[src/rtl/multi_sgl_sync.sv]
// Multi-channel slow-to-fast level synchroniser with edge-to-pulse conversion.
// Optional persistence (glitch) filter is compiled in with `define SGL_SYNC_FILT_EN.
module multi_sgl_sync #(
   parameter int CH   = 4,
   parameter int STG  = 2,
   parameter int EDGE = 0,
   parameter int FILT = 3
) (
   input  logic          f_clk,
   input  logic          frst_n,
   input  logic [CH-1:0] i_sgl,
   output logic [CH-1:0] o_lvl,
   output logic [CH-1:0] o_sgl,
   output logic          o_any
);

   generate
      if (CH < 1 || STG < 2 || FILT < 1 || EDGE < 0 || EDGE > 2) begin : g_bad_param
         $error("multi_sgl_sync: illegal parameters CH=%0d STG=%0d EDGE=%0d FILT=%0d",
                CH, STG, EDGE, FILT);
      end
   endgenerate

   logic [STG-1:0][CH-1:0] chain_p0;
   logic [CH-1:0]          sync_p0;
   logic [CH-1:0]          lvl_p1;
   logic [CH-1:0]          prv_p2;

   // Stage 0: metastability chain, entry at index 0, synchronised level at the top
   always_ff @(posedge f_clk or negedge frst_n) begin
      if (!frst_n) begin
         chain_p0 <= '0;
      end else begin
         chain_p0 <= {chain_p0[STG-2:0], i_sgl};
      end
   end

   assign sync_p0 = chain_p0[STG-1];

   // Stage 1: accepted level, optionally held back until the new level persists FILT cycles
`ifdef SGL_SYNC_FILT_EN
   localparam int CW = $clog2(FILT + 1);

   for (genvar i = 0; i < CH; i++) begin : g_filt
      logic [CW-1:0] cnt;
      logic          lvl_ch;

      always_ff @(posedge f_clk or negedge frst_n) begin
         if (!frst_n) begin
            cnt    <= '0;
            lvl_ch <= 1'b0;
         end else if (sync_p0[i] == lvl_ch) begin
            cnt    <= '0;
         end else if (cnt == CW'(FILT - 1)) begin
            lvl_ch <= sync_p0[i];
            cnt    <= '0;
         end else begin
            cnt    <= cnt + CW'(1);
         end
      end

      assign lvl_p1[i] = lvl_ch;
   end
`else
   assign lvl_p1 = sync_p0;
`endif

   // Stage 2: previous accepted level for edge detection
   always_ff @(posedge f_clk or negedge frst_n) begin
      if (!frst_n) begin
         prv_p2 <= '0;
      end else begin
         prv_p2 <= lvl_p1;
      end
   end

   generate
      if (EDGE == 0) begin : g_rise
         assign o_sgl = lvl_p1 & ~prv_p2;
      end else if (EDGE == 1) begin : g_fall
         assign o_sgl = ~lvl_p1 & prv_p2;
      end else begin : g_both
         assign o_sgl = lvl_p1 ^ prv_p2;
      end
   endgenerate

   assign o_lvl = lvl_p1;
   assign o_any = |o_sgl;

endmodule

[config.mk]
export PLATFORM = sky130hd
export DESIGN_NAME = multi_sgl_sync
export DESIGN_NICKNAME = d
export VERILOG_FILES = /design/src/rtl/multi_sgl_sync.sv
export SDC_FILE = /design/constraint.sdc
export NUM_CORES = 1
export LEC_CHECK = 0
export ABC_AREA = 1
export BUFFER_PORTS_ARGS = -buffer_cell sky130_fd_sc_hd__clkbuf_2
export CAP_MARGIN = 20
export CORE_AREA = 2 2 39 41
export DETAILED_ROUTE_END_ITERATION = 12
export DIE_AREA = 0 0 41 43
export PLACE_DENSITY_LB_ADDON = 0.05
export SYNTH_ARGS = -nofsm -noshare
export SYNTH_HDL_FRONTEND = slang
export SYNTH_SLANG_ARGS = --single-unit
[constraint.sdc]
create_clock -name f_clk -period 0.8 [get_ports f_clk]
set_input_delay 0.04 -clock f_clk [delete_from_list [all_inputs] [get_ports f_clk]]
set_output_delay 0.04 -clock f_clk [all_outputs]
set_load 0.01 [all_outputs]
==> key figures <==
Routing
  • Final wirelength: 562 um
  • Via density: 3.78
  • Vias: 272
  • Detailed-route wire length per cell: 7.81 um
  • DRC viols: 0
  • Initial DRT Pass Iterations: 2
  • DRT iter0 DRCs: 3
  • Final ANT Viol Nets: 0

CTS
  • CTS buffer count: 3
  • Clock Tree Buf Depth: 2
  • H-tree level count: 1
  • CTS tree: yes
  • Clk_lat worst skew: 250 ps
  • Num Clock Sinks: 12
  • Worst-path clk slew: 60 ps
  • Clk root buf: clkbuf_4

Die
  • Core ar.: 1380 um2
  • DIE AREA: 1760 um2
  • Initial Util: 28.7%
  • Die height: 43 um
  • Rows: 14
  • Die X: 41 um
  • Io pins: 15

Placed design
  • DP Worst Slack: 33.7 ps
  • GPL Wtd Cong: 0.514
  • IO buf count: 14
  • Dpl hpwl: 365 um

Finish
  • Multi-input logic area: 33.8 um2
  • NumNets Final: 64
  • Commonest non-fill, non-tap cell in the layout: dfrtp_1
  • N_diodes: 0
  • Storage cell area: 300 um2
  • Area Growth Syn to Fin: 53.0%
  • FILL cells: 133
  • Layout cells sized above 1: 44.6%
  • Commonest non-fill, non-tap cells in the layout: dfrtp_1 (12), inv_1 (10), buf_6 (6)

Critical path
  • Delay-heaviest family, CP: flip-flops
  • Req. time, crit path: 760 ps
  • RR Startpoint: o_lvl[2]$_DFF_PN0_
  • Slowest CP cell: dfrtp_1
  • Reg2reg path depth: 2
  • Critical path class: flip-flop to output pin
  • Crit path buf inv count: 3
  • CP startpoint kind: flip-flop
  • Worst setup EP type: output pin
  • Flop-to-flop setup slack: 70 ps
  • Crit path top cell by count: buf_6
  • CP Depth: 3
  • Worst-path cell chain: buf_4, buf_6, buf_6
  • Crit-path max FO: 2
  • Crit-path max cell delay: 390 ps
  • Worst r2r dst: prv_p2[2]$_DFF_PN0_
  • Worst path arrival time: 990 ps

Global route
  • First-pass GRT wire length: 945 um
  • Tot GR Track Use: 8.09%
  • Met3 Usage GRT: 3.14%
  • Vias in the first global route: 271
  • Antenna violations before repair: 0
  • Remaining Overflow, GRT: 0
  • Met2 usage: 12.2%
  • GRT busiest layer: met2
  • Pin count of the biggest net entering global routing: 13
  • GRT met1 Usage: 8.59%

Timing
  • Worst Slack Setup Final: -230 ps
  • Max_slew headroom: 81.2%
  • Crit share post-route: 129%
  • Post-layout min period: 1030 ps
  • FMAX: 971 MHz
  • Pins Over Slew Limit: 0
  • Unrepaired setup endpoints after global routing: yes
  • Setup TNS Final: -1340 ps
  • Setup Viol. Count Final: 9
  • Worst clock skew: 0.208 ps
  • Worst slew pin tran: 282 ps
  • Final Hold Fails: 0

Synth
  • Synth Warn #: 0
  • Cell count after synthesis: 33
  • Syn_nets: 39
  • Post-Syn Area per Cell: 12.0 um2
  • Cell variety after synth: 5
  • Flops & latches, synth: 12
  • Sequential area share after synthesis: 75.7%
  • Mapped Area: 397 um2

Run status
  • Status: complete, but fails checks
  • Failing checks: negative setup slack

Power and ir drop
  • LEAKAGE: 0.352 nW
  • Power per Cell Area: 1840 nW/um2
  • Max VDD drop: 932 uV

Hold path
  • Hold WC Path Type: input pin to async pin

Job
  • Max cap viols: 0
==> through the flow <==
stage          instance area (um2)  hold slack, ps  instances  utilization (%)  power, W
2_1_floorplan                  397            -256         33                -  0.000708
3_3_place_gp                   464           -76.5         60             33.5  0.000746
3_5_place_dp                   464           -61.4         60             33.5  0.000750
4_1_cts                        559             202         71             40.4   0.00111
5_1_grt                        607             215         72             43.9   0.00120
6_report                       607             191         72             43.9   0.00112
==> kinds of logic after synthesis <==
family,after synthesis,synth area share [%]
flops,12,75.7
simple gates,7,7.26
buf+inv,14,17.0
==> Yosys cell counts, drive strengths merged <==
| library cell | instances | share of area (%) |
|---|---|---|
| dfrtp | 12 | 76 |
| nand2 | 7 | 7.3 |
| buf | 4 | 7.6 |
| inv | 10 | 9.5 |
==> per-layer routing <==
metal,routed length [um],vias up
li1,-,133
met1,198,128
met2,327,11
met3,36,0
met4,0,0
met5,0,-
==> how the worst max path moves through the flow <==
stage / from / end / slack, ps
after floorplan: prv_p2[2]$_DFF_PN0_ / o_any / 150
after global placement: o_lvl[3]$_DFF_PN0_ / o_any / 50
after detailed placement: o_lvl[0]$_DFF_PN0_ / o_any / 30
after CTS: prv_p2[3]$_DFF_PN0_ / o_any / -230
after global routing: prv_p2[0]$_DFF_PN0_ / o_any / -310
final: o_lvl[2]$_DFF_PN0_ / o_lvl[2] / -230
==> power breakdown <==
group          total (W)  switching (W)  internal (W)
sequential      0.000649      0.0000115      0.000637
combinational   0.000143      0.0000608     0.0000821
clock           0.000327       0.000154      0.000173
total            0.00112       0.000226      0.000892
==> state kept, by name, indices dropped and copies added, names as in the netlist <==
| name | cells |
|---|---|
| o_lvl | 4 |
| chain_p0 | 4 |
| prv_p2 | 4 |
==> area by class of cell <==
type	count	area share [%]
repair buffers	24	31.8
multi-input cells	7	5.57
well taps	16	3.30
inverters	10	6.19
flip-flops and latches	12	49.5
clock buffers	3	3.71
==> timing repair <==
| action | in CTS | in global routing |
|---|---|---|
| gates cloned | 0 | 0 |
| pin swaps | 0 | 2 |
| gates resized for setup | 0 | 17 |
| setup endpoints to repair | 9 | 9 |
| hold buffers | 5 | 0 |
| hold endpoints to repair | 16 | 0 |
| setup buffers | 3 | 1 |
Note: power is estimated with default switching activity, not from simulation.
